<file path="src/rtl/matmul_chk_cmp.sv">
// matmul_chk_cmp: combinational got-vs-exp compare with sign/zero extension and absolute tolerance
// Ports: got, exp (W bits each), is_signed (1 = signed compare), mismatch (|got-exp| > TOL).
module matmul_chk_cmp #(
    parameter int W   = 8,
    parameter int TOL = 0
) (
    input  logic [W-1:0] got,
    input  logic [W-1:0] exp,
    input  logic         is_signed,
    output logic         mismatch
);
    logic [W:0]   gx, ex;
    logic [W+1:0] diff, mag;
    always_comb begin
        gx       = {is_signed & got[W-1], got};
        ex       = {is_signed & exp[W-1], exp};
        diff     = {gx[W], gx} - {ex[W], ex};
        mag      = diff[W+1] ? -diff : diff;
        mismatch = mag > (W+2)'(TOL);
    end
endmodule

</file>
<file path="config.mk">
export PLATFORM = sky130hd
export DESIGN_NAME = matmul_chk_cmp
export DESIGN_NICKNAME = d
export VERILOG_FILES = /design/src/rtl/matmul_chk_cmp.sv
export SDC_FILE = /design/constraint.sdc
export NUM_CORES = 1
export LEC_CHECK = 0
export CORE_AREA = 2 2 39 41
export DETAILED_ROUTE_END_ITERATION = 16
export DIE_AREA = 0 0 41 43
export DONT_BUFFER_PORTS = 1
export GPL_TIMING_DRIVEN = 0
export PLACE_DENSITY_LB_ADDON = 0.1
export SYNTH_ARGS = -nofsm -noshare
export SYNTH_HDL_FRONTEND = slang
export SYNTH_SLANG_ARGS = --single-unit
</file>
<file path="constraint.sdc">
create_clock -name vclk -period 6.8
set_clock_uncertainty 0.15 [all_clocks]
set_input_delay 1.36 -clock vclk [all_inputs]
set_output_delay 1.36 -clock vclk [all_outputs]
set_load 0.01 [all_outputs]
</file>
==> results of run 1 <==
## cells in the final DEF (no fill, tap or decap)
cell	instances
sky130_fd_sc_hd__a31oi_1	1
sky130_fd_sc_hd__fa_1	1
sky130_fd_sc_hd__nor2_2	1
sky130_fd_sc_hd__nor3_1	2
sky130_fd_sc_hd__a211oi_2	2
sky130_fd_sc_hd__ha_1	8
sky130_fd_sc_hd__o211a_1	2
sky130_fd_sc_hd__a21o_1	1
sky130_fd_sc_hd__nor2_1	8
sky130_fd_sc_hd__o31ai_1	1
sky130_fd_sc_hd__o211ai_1	2
sky130_fd_sc_hd__nand4_1	2
sky130_fd_sc_hd__or2_1	1
sky130_fd_sc_hd__o21bai_2	1
sky130_fd_sc_hd__nand3_1	3
sky130_fd_sc_hd__a22o_1	1
sky130_fd_sc_hd__o21bai_1	2
sky130_fd_sc_hd__xnor2_1	4
sky130_fd_sc_hd__mux2i_1	1
sky130_fd_sc_hd__xor2_1	4
sky130_fd_sc_hd__o2bb2ai_2	1
sky130_fd_sc_hd__and4_1	2
sky130_fd_sc_hd__nor3b_1	1
sky130_fd_sc_hd__a211oi_1	1
sky130_fd_sc_hd__inv_1	10
sky130_fd_sc_hd__o21a_1	1
sky130_fd_sc_hd__nor2b_1	2
sky130_fd_sc_hd__o2111a_1	1
sky130_fd_sc_hd__nand2_1	6
sky130_fd_sc_hd__nand2b_1	3
sky130_fd_sc_hd__o21ai_1	2
sky130_fd_sc_hd__o31ai_2	1
sky130_fd_sc_hd__a21oi_2	2
sky130_fd_sc_hd__buf_6	1
sky130_fd_sc_hd__a21oi_1	9
sky130_fd_sc_hd__buf_2	4
sky130_fd_sc_hd__o22ai_1	1
sky130_fd_sc_hd__a2111o_1	1
sky130_fd_sc_hd__o21ai_0	2
## per-stage QoR
step / area, um^2 / hold slack (ps)
2_1_floorplan: 698 / 3080
3_3_place_gp: 718 / 3140
3_5_place_dp: 718 / 3170
4_1_cts: 718 / 3170
5_1_grt: 718 / 3210
6_report: 718 / 3170
## per-layer routing
metal	routed length [um]	part of all wire
met1	724	0.53
met2	621	0.45
met3	24	0.018
met4	0	0
met5	0	0
## worst max-delay path, stage by stage
cell                       delay, ps
sky130_fd_sc_hd__inv_1            30
sky130_fd_sc_hd__ha_1            160
sky130_fd_sc_hd__inv_1            50
sky130_fd_sc_hd__fa_1            460
sky130_fd_sc_hd__a211oi_2        340
sky130_fd_sc_hd__o21bai_1        120
sky130_fd_sc_hd__a21oi_1         230
sky130_fd_sc_hd__xnor2_1         190
sky130_fd_sc_hd__and4_1          220
sky130_fd_sc_hd__a31oi_1          50
sky130_fd_sc_hd__a2111o_1        470
## cell type report
class | instances | area share
Buffer | 5 | 0.0436
Inverter | 10 | 0.0523
Tap cell | 16 | 0.0279
Multi-Input combinational cell | 84 | 0.876
## kinds of logic after synthesis
| family | synth area share |
|---|---|
| compound gates | 0.387 |
| simple gates | 0.228 |
| buf+inv | 0.0986 |
| fa+ha+maj | 0.172 |
| xor+xnor | 0.100 |
| mux | 0.0143 |
## path summary, 6_finish.rpt
| path | from | endpoint | slack [ps] | depth (start not counted) |
|---|---|---|---|---|
| worst min-delay path | got[1] | mismatch | 3170 | 4 |
| worst max-delay path | got[0] | mismatch | 1600 | 11 |
## power by group through the flow
stage               clock (mW)  combinational [mW]  sequential, mW
finish                       0              0.0720               0
global route                 0              0.0807               0
CTS                          0              0.0721               0
detailed placement           0              0.0719               0
global placement             0              0.0702               0
floorplan                    0              0.0611               0
==> run metrics, run 1 <==
area of the core region=around 1400 um^2; worst vdd rail ir drop=about 0.039 mV; clock network power share=0; number of hold-slack violations in the final timing report=0; largest fanout on the critical path=5; gpl congestion=0.792; first-pass iteration count of the detailed router=4; Sequential Area=0 um^2; # resized after CTS=0; area fraction of the dominant cell type after synthesis=0.143; global-route track usage on met3=0; startpoint class of the critical path=input pin; aggregate global-route resource usage=0.167; final HPWL from detailed placement=between 1000 and 1500 um; area delta synth->final=2.87%; iteration-0 DRC count of the detailed router=14; fraction of power consumed by sequential logic=0; Non-Filler Instances=approximately 120; max-slew violation count=0; met2 usage in global routing=0.297; cell types occupying the most area after synthesis=sky130_fd_sc_hd__ha_1 (14%), sky130_fd_sc_hd__a21oi_1 (6.5%), sky130_fd_sc_hd__inv_1 (5.4%); number of antenna violations at the first check in global routing=0; leading post-synthesis cells by instance count=sky130_fd_sc_hd__inv_1 (10), sky130_fd_sc_hd__a21oi_1 (9), sky130_fd_sc_hd__ha_1 (8), sky130_fd_sc_hd__nor2_1 (8), sky130_fd_sc_hd__nand2_1 (6); antenna diode count=0; fraction of layout instances using a drive strength above 1=0.131; DRC Markers=0; first-pass GRT wire length=about 2200 um; net switching power figure=0.0409 mW; type of the setup path with the least slack=in -> out; post-synthesis sequential area ratio=0; cell area after technology mapping=698 um^2; count of flip-flops and latches=0; number of I/O port buffers=0; # placed instances=around 120; setup repair after global routing missed its margin=no; synthesized instance count=99; count of hold buffers inserted by post-cts repair=0; remaining antenna violation count after routing=0; shortest period the worst path allows=between 5000 and 6000 ps; met1 track demand over resource=0.229; Max Cap Viol=0; syn nets=around 130; switching share of total power=0.568; data required time at the worst endpoint=about 5300 ps; largest area contributor in the netlist=sky130_fd_sc_hd__ha_1; clock buffer instance count of the final layout=0; timing-limited maximum frequency=about 0.19 GHz; Yosys warning total=0; fraction of the core area covered by cells at the end of the flow=0.519; DRT Wirelength=between 1000 and 1500 um; number of setup buffers added after CTS=0; internal power=between 0.03 and 0.04 mW; crit path DAT=between 3000 and 4000 ps; Remaining Overflow, GRT=0; final period utilization=0.764; most numerous cell in the Yosys netlist=sky130_fd_sc_hd__inv_1; transition time at the pin with the least slew margin=~430 ps; pre-CTS setup slack=about 1600 ps; vias per cell=roughly 5.8; setup violators final=0; power per cell area=around 100 nW/um^2; Total Nets Final=~130; LEAKAGE=0.314 nW; worst min-delay path category=in -> out; Layout fillers=between 100 and 150; Avg WL per Cell=~12 um; distinct cell type count of the synthesized netlist=39; average cell area after synthesis=between 7 and 8 um^2; floorplan die area=roughly 1800 um^2; post-route worst setup slack=between 1500 and 2000 ps; sum of negative setup slack=0 ps; relative slew slack=0.710; effective utilization at floorplan=0.505; Multi-input gate area=roughly 630 um^2; combinational group share of total power=1.000; grt peak-use layer=met2; status=complete, no violations; Die Span X=approximately 40 um; number of global-route vias before repair=between 500 and 600; row cnt=14; count of boundary I/O pins=18; crit end category=primary output; overall power=a little over 0.07 mW; via count of the routed design=668; largest net degree at the start of global routing=9; overall die height=about 43 um
(Power assumes the default switching activity.)
==> run 2, diff against run 1 <==
==> constraint.sdc (replaced) <==
create_clock -name vclk -period 4.6
set_clock_uncertainty 0.15 [all_clocks]
set_input_delay 0.92 -clock vclk [all_inputs]
set_output_delay 0.92 -clock vclk [all_outputs]
set_load 0.01 [all_outputs]
==> results of run 2 <==
The final DEF is identical to that of run 1. Status: complete, no violations.
Among the figures that moved: setup slack after placement 1630 ps -> 313 ps; setup slack after layout 1600 ps -> 284 ps; hold slack 3170 ps -> 2290 ps; total power 0.0720 mW -> 0.106 mW; worst IR drop on VDD 0.0386 mV -> 0.0570 mV
